### src/rtl/tc_tap_ctrl.sv
`default_nettype none
// ============================================================================
// Module      : tc_tap_ctrl
// Description : Testchip IEEE 1149.1 TAP controller. 16-state TAP FSM,
//               4-bit IR, IDCODE / STATUS capture / persistent CFG data
//               registers and a 1-bit BYPASS register. CFG survives the
//               synchronous Test-Logic-Reset so the testchip keeps its
//               configuration while the PHY TAP is selected upstream.
// Revision    : 1.0 - initial release
// ============================================================================
module tc_tap_ctrl #(
    parameter int                   IR_WIDTH   = 4,
    parameter int                   CFG_WIDTH  = 32,
    parameter logic [CFG_WIDTH-1:0] CFG_RESET  = {CFG_WIDTH{1'b0}},
    parameter logic [31:0]          IDCODE_VAL = 32'h1000_0CDB
) (
    input  logic                 tap_tck,
    input  logic                 tap_trst_n,
    input  logic                 tap_tms,
    input  logic                 tap_tdi,
    output logic                 tap_tdo,
    output logic                 tap_tdo_en,
    input  logic [31:0]          status_in,
    output logic [CFG_WIDTH-1:0] cfg_out,
    output logic [3:0]           tap_state
);

    typedef enum logic [3:0] {
        S_TLR     = 4'hF,
        S_RTI     = 4'hC,
        S_SEL_DR  = 4'h7,
        S_CAP_DR  = 4'h6,
        S_SH_DR   = 4'h2,
        S_EX1_DR  = 4'h1,
        S_PAU_DR  = 4'h3,
        S_EX2_DR  = 4'h0,
        S_UPD_DR  = 4'h5,
        S_SEL_IR  = 4'h4,
        S_CAP_IR  = 4'hE,
        S_SH_IR   = 4'hA,
        S_EX1_IR  = 4'h9,
        S_PAU_IR  = 4'hB,
        S_EX2_IR  = 4'h8,
        S_UPD_IR  = 4'hD
    } tap_state_t;

    // Instruction codes; anything not listed behaves as BYPASS
    localparam logic [IR_WIDTH-1:0] c_ins_idcode  = IR_WIDTH'(1);
    localparam logic [IR_WIDTH-1:0] c_ins_cfg     = IR_WIDTH'(2);
    localparam logic [IR_WIDTH-1:0] c_ins_status  = IR_WIDTH'(3);
    // Value captured into the IR shift register (LSBs 01 as 1149.1 requires)
    localparam logic [IR_WIDTH-1:0] c_ir_capture  = IR_WIDTH'(1);

    tap_state_t           r_state;
    tap_state_t           w_state_next;
    logic [IR_WIDTH-1:0]  r_ir_shift;
    logic [IR_WIDTH-1:0]  r_ir;
    logic [31:0]          r_dr_id;
    logic [31:0]          r_dr_status;
    logic [CFG_WIDTH-1:0] r_dr_cfg;
    logic                 r_dr_bypass;
    logic [CFG_WIDTH-1:0] r_cfg;
    logic                 r_tdo;
    logic                 r_tdo_en;

    logic                 w_sel_idcode;
    logic                 w_sel_cfg;
    logic                 w_sel_status;
    logic                 w_sel_bypass;
    logic                 w_dr_lsb;
    logic                 w_tdo_next;
    logic                 w_tdo_en_next;

    assign w_sel_idcode = (r_ir == c_ins_idcode);
    assign w_sel_cfg    = (r_ir == c_ins_cfg);
    assign w_sel_status = (r_ir == c_ins_status);
    assign w_sel_bypass = !(w_sel_idcode || w_sel_cfg || w_sel_status);

    // TAP state register
    always_ff @(posedge tap_tck or negedge tap_trst_n) begin
        if (!tap_trst_n) begin
            r_state <= S_TLR;
        end else begin
            r_state <= w_state_next;
        end
    end

    // 1149.1 next-state decode
    always_comb begin
        w_state_next = r_state;
        case (r_state)
            S_TLR:    w_state_next = tap_tms ? S_TLR    : S_RTI;
            S_RTI:    w_state_next = tap_tms ? S_SEL_DR : S_RTI;
            S_SEL_DR: w_state_next = tap_tms ? S_SEL_IR : S_CAP_DR;
            S_CAP_DR: w_state_next = tap_tms ? S_EX1_DR : S_SH_DR;
            S_SH_DR:  w_state_next = tap_tms ? S_EX1_DR : S_SH_DR;
            S_EX1_DR: w_state_next = tap_tms ? S_UPD_DR : S_PAU_DR;
            S_PAU_DR: w_state_next = tap_tms ? S_EX2_DR : S_PAU_DR;
            S_EX2_DR: w_state_next = tap_tms ? S_UPD_DR : S_SH_DR;
            S_UPD_DR: w_state_next = tap_tms ? S_SEL_DR : S_RTI;
            S_SEL_IR: w_state_next = tap_tms ? S_TLR    : S_CAP_IR;
            S_CAP_IR: w_state_next = tap_tms ? S_EX1_IR : S_SH_IR;
            S_SH_IR:  w_state_next = tap_tms ? S_EX1_IR : S_SH_IR;
            S_EX1_IR: w_state_next = tap_tms ? S_UPD_IR : S_PAU_IR;
            S_PAU_IR: w_state_next = tap_tms ? S_EX2_IR : S_PAU_IR;
            S_EX2_IR: w_state_next = tap_tms ? S_UPD_IR : S_SH_IR;
            S_UPD_IR: w_state_next = tap_tms ? S_SEL_DR : S_RTI;
            default:  w_state_next = S_TLR;
        endcase
    end

    // Instruction register: capture / shift / update, reset to IDCODE in TLR
    always_ff @(posedge tap_tck or negedge tap_trst_n) begin
        if (!tap_trst_n) begin
            r_ir_shift <= '0;
            r_ir       <= c_ins_idcode;
        end else begin
            case (r_state)
                S_TLR:    r_ir       <= c_ins_idcode;
                S_CAP_IR: r_ir_shift <= c_ir_capture;
                S_SH_IR:  r_ir_shift <= {tap_tdi, r_ir_shift[IR_WIDTH-1:1]};
                S_UPD_IR: r_ir       <= r_ir_shift;
                default:  ;
            endcase
        end
    end

    // Data registers: only the one selected by the latched IR captures/shifts
    always_ff @(posedge tap_tck or negedge tap_trst_n) begin
        if (!tap_trst_n) begin
            r_dr_id     <= '0;
            r_dr_status <= '0;
            r_dr_cfg    <= '0;
            r_dr_bypass <= 1'b0;
        end else if (r_state == S_CAP_DR) begin
            if (w_sel_idcode) r_dr_id     <= IDCODE_VAL;
            if (w_sel_status) r_dr_status <= status_in;
            if (w_sel_cfg)    r_dr_cfg    <= r_cfg;
            if (w_sel_bypass) r_dr_bypass <= 1'b0;
        end else if (r_state == S_SH_DR) begin
            if (w_sel_idcode) r_dr_id     <= {tap_tdi, r_dr_id[31:1]};
            if (w_sel_status) r_dr_status <= {tap_tdi, r_dr_status[31:1]};
            if (w_sel_cfg)    r_dr_cfg    <= {tap_tdi, r_dr_cfg[CFG_WIDTH-1:1]};
            if (w_sel_bypass) r_dr_bypass <= tap_tdi;
        end
    end

    // CFG output: only trst_n resets it; TLR deliberately leaves it alone
    always_ff @(posedge tap_tck or negedge tap_trst_n) begin
        if (!tap_trst_n) begin
            r_cfg <= CFG_RESET;
        end else if ((r_state == S_UPD_DR) && w_sel_cfg) begin
            r_cfg <= r_dr_cfg;
        end
    end

    // Pick the LSB of the selected shift path for TDO
    always_comb begin
        w_dr_lsb      = r_dr_bypass;
        w_tdo_next    = 1'b0;
        w_tdo_en_next = 1'b0;
        if (w_sel_idcode) w_dr_lsb = r_dr_id[0];
        if (w_sel_status) w_dr_lsb = r_dr_status[0];
        if (w_sel_cfg)    w_dr_lsb = r_dr_cfg[0];
        if (r_state == S_SH_DR) begin
            w_tdo_next    = w_dr_lsb;
            w_tdo_en_next = 1'b1;
        end else if (r_state == S_SH_IR) begin
            w_tdo_next    = r_ir_shift[0];
            w_tdo_en_next = 1'b1;
        end
    end

    // TDO launched on the falling edge so it is stable at the next rising edge
    always_ff @(negedge tap_tck or negedge tap_trst_n) begin
        if (!tap_trst_n) begin
            r_tdo    <= 1'b0;
            r_tdo_en <= 1'b0;
        end else begin
            r_tdo    <= w_tdo_next;
            r_tdo_en <= w_tdo_en_next;
        end
    end

    assign tap_tdo    = r_tdo;
    assign tap_tdo_en = r_tdo_en;
    assign cfg_out    = r_cfg;
    assign tap_state  = r_state;

endmodule
`default_nettype wire

### config.mk
export PLATFORM = sky130hd
export DESIGN_NAME = tc_tap_ctrl
export DESIGN_NICKNAME = d
export VERILOG_FILES = /design/src/rtl/tc_tap_ctrl.sv
export SDC_FILE = /design/constraint.sdc
export NUM_CORES = 1
export LEC_CHECK = 0
export BUFFER_PORTS_ARGS = -buffer_cell sky130_fd_sc_hd__buf_2
export CAP_MARGIN = 0
export CELL_PAD_IN_SITES_DETAIL_PLACEMENT = 0
export CELL_PAD_IN_SITES_GLOBAL_PLACEMENT = 2
export CORE_MARGIN = 1
export CORE_UTILIZATION = 40
export CTS_CLUSTER_DIAMETER = 100
export DETAILED_ROUTE_END_ITERATION = 8
export PLACE_DENSITY = 0.76
export SLEW_MARGIN = 30
export SYNTH_ARGS = -nofsm -noshare
export SYNTH_HDL_FRONTEND = slang
export SYNTH_SLANG_ARGS = --single-unit
### constraint.sdc
create_clock -name tap_tck -period 2.4 [get_ports tap_tck]
set_clock_uncertainty 0.05 [all_clocks]
set_input_delay 0.48 -clock tap_tck [delete_from_list [all_inputs] [get_ports tap_tck]]
set_output_delay 0.48 -clock tap_tck [all_outputs]
set_load 0.01 [all_outputs]
==> metrics <==
Design Area, Final=7840 sq um; adder-cell share of the synthesized area=0; Worst Slack Setup Final=-0.262 ns; count of flip-flops with a built-in enable after synthesis=0; Via-to-Cell Ratio=5.12; CTS tree=built; Required @ worst endpoint=1.87 ns; FF+latch count, synth=143; Max stage delay cell, worst path=dfrtn_1; Power Density=880 nW/um^2; crit-path max FO=1; routability cong.=0.786; Slew Viols, Final=0; Placed Area=7240 sq um; Clk Latency, worst-skew pair=0.41 ns; RSZ-0062 raised after global routing=yes; largest family of logic cells by synthesized area=multiplexers; Initial Util=0.414; Most used DFF post-synth=dfrtp_1; multiplexer share of the synthesized area=0.280; Slew headroom=0.443; sequential share of the synthesized area=0.540; # Max-Cap Violations=0; port buffer count=73; Pleak=3.68 nW; Ys Warns=0; total die area=17100 sq um; Post-DRT Antenna Nets=0; initial antenna violation count=0; post-synthesis simple-gate area fraction=0.0582; first-pass GRT wire length=21.5 mm; Setup TNS Final=-0.494 ns; Hold Violations, Final=0; Synth cell types=45; Die Y=131 um; reg2reg setup slack=0.06 ns; area leader, netlist=dfrtp_1; slowest cell delay on critical path=0.43 ns; Synth Area in Compound Gates=0.0759; failing checks=negative setup slack; worst vdd ir=666 uV; worst r2r src=r_ir[2]; Filler Cells Inserted=1429; Hold Path Class=in2reg; Area growth syn-to-layout=18.1%; largest net degree at the start of global routing=139; critical path class=reg2out; clock sinks=143; Bufs and invs on worst path=1; crit path from=tap_tdo_en; CTS Buffer Depth=2; # setup viols final=2; # rows=46; CP Capture Type=output pin; core area=16100 sq um; run status=finished with violations; Clock transition at path regs=0.06 ns; DR vias=4162; startpoint types=flop; CTS H-tree lvls=4; delay-heaviest family, CP=flip-flops; share of layout cells above drive strength 1=0.425; R2R cell count=3; cts bufs inserted=17; root buffer cell=clkbuf_16; n_diodes=0; Area contributors post-synth=dfrtp_1 (51%), mux2_2 (17%), mux2i_1 (6.3%); Iter 0 DRT Violations=208; asr flop ratio synth=1.00; Syn Inst Count=511; fin nets=620; Chip Width=131 um; synthesized area=6640 sq um; critical path cell sequence=buf_6; Critical Path AT=2.13 ns; vias in the first global route=4245; DP HPWL=7.71 mm; Worst-Margin Slew=0.836 ns; hold path start=status_in[16]; num ports=74; total wire length=12.9 mm; Synth top area share=0.512; Syn Area/Cell=13.0 sq um; Worst Hold Endpoint=r_dr_status[16]; 1st-pass router iterations=4; wire per inst=15.9 um; gr usage total=0.163; Crit Reg-Reg Endpoint=tap_tdo; gr ovfl total=0; Synth Net Count=547; detailed-route DRC error count=0; WHS Path Cells=3; post-synthesis xor/xnor area fraction=0; worst hold slack=0.312 ns
## layout by cell type (no fill, tap or decap), types with 11 or more instances in the layout
cell and instances:
nor2_1 17, mux2_2 98, a21oi_1 34, a31oi_1 32, buf_2 70, inv_1 11
buf_4 14, nor2b_1 21, clkbuf_16 17, nand2_1 11, mux2_4 21, mux2i_1 42
dfrtp_1 135
## how the worst max path moves through the flow
stage / end / slack, ns / depth (start not counted)
3_3_place_gp: tap_tdo / 0.04 / 3
2_1_floorplan: tap_tdo / -0.02 / 3
6_report: tap_tdo_en / -0.26 / 1
4_1_cts: tap_tdo_en / -0.27 / 1
5_1_grt: tap_tdo_en / -0.28 / 1
3_5_place_dp: tap_tdo / 0.03 / 3
## registers in the layout, summed over array words and instances, names as in the netlist
signal	flops
tap_tdo	1
r_dr_status	32
tap_state	4
tap_tdo_en	1
r_ir	4
r_dr_cfg	32
r_dr_id	32
r_dr_bypass	1
cfg_out	32
r_ir_shift	4
## where the power goes
group          switching (mW)  total [mW]  internal [mW]
clock                   0.985        2.49           1.50
sequential              0.157        2.84           2.69
combinational           0.909        1.57          0.663
## synth_stat cells (2+ instances only)
library cell  number
mux2_1             2
a31oi_1           32
dfrtn_1            2
nor2_1            18
inv_1             11
mux2i_1           42
nor2b_1           21
dfrtp_1          136
nand2b_1           6
a21oi_1           34
nand2_1           11
mux2_4            21
clkbuf_1          16
buf_2              8
buf_4              5
buf_8              4
buf_6              5
o21ai_0            9
mux2_2            98
dfstp_2            5
## routing by layer
layer | vias up | track usage | part of all wire | wire length [um]
met4 | 0 | 0.0629 | 0.014 | 178
met1 | 2074 | 0.222 | 0.48 | 6190
met3 | 11 | 0.0448 | 0.050 | 650
met2 | 101 | 0.247 | 0.46 | 5930
met5 | - | 0 | 0 | 0
li1 | 1976 | - | - | -
## through the flow
step	utilization	cells	power, mW	setup slack (ns)
2_1_floorplan	-	511	4.03	-0.0162
3_3_place_gp	0.451	779	4.42	0.0369
3_5_place_dp	0.451	779	4.44	0.0284
4_1_cts	0.487	812	6.97	-0.267
5_1_grt	0.488	813	7.26	-0.285
6_report	0.488	813	6.90	-0.262
## repair_timing
action                     in CTS  in global routing
setup endpoints to repair       3                  3
hold endpoints to repair        3                  0
hold buffers                    1                  0
resized for setup               2                  3
pin swaps                       0                  1
setup buffers                   0                  1
## cell type report
type	instances	area (sq um)	share of cell area
tap	216	270	0.0345
multi-input combinational	317	2760	0.352
clock buffer	22	474	0.0605
sequential	143	3590	0.457
clock inverter	10	87.6	0.0112
inverter	11	41.3	0.00527
timing repair buffer	94	619	0.0790
## cell families after synthesis
| family | after synthesis |
|---|---|
| flip-flops | 143 |
| buffers and inverters | 51 |
| AND/OR/NAND/NOR | 68 |
| multiplexers | 163 |
| AO/OA/AOI/OAI | 86 |
Power figures use the tool's default switching activity.
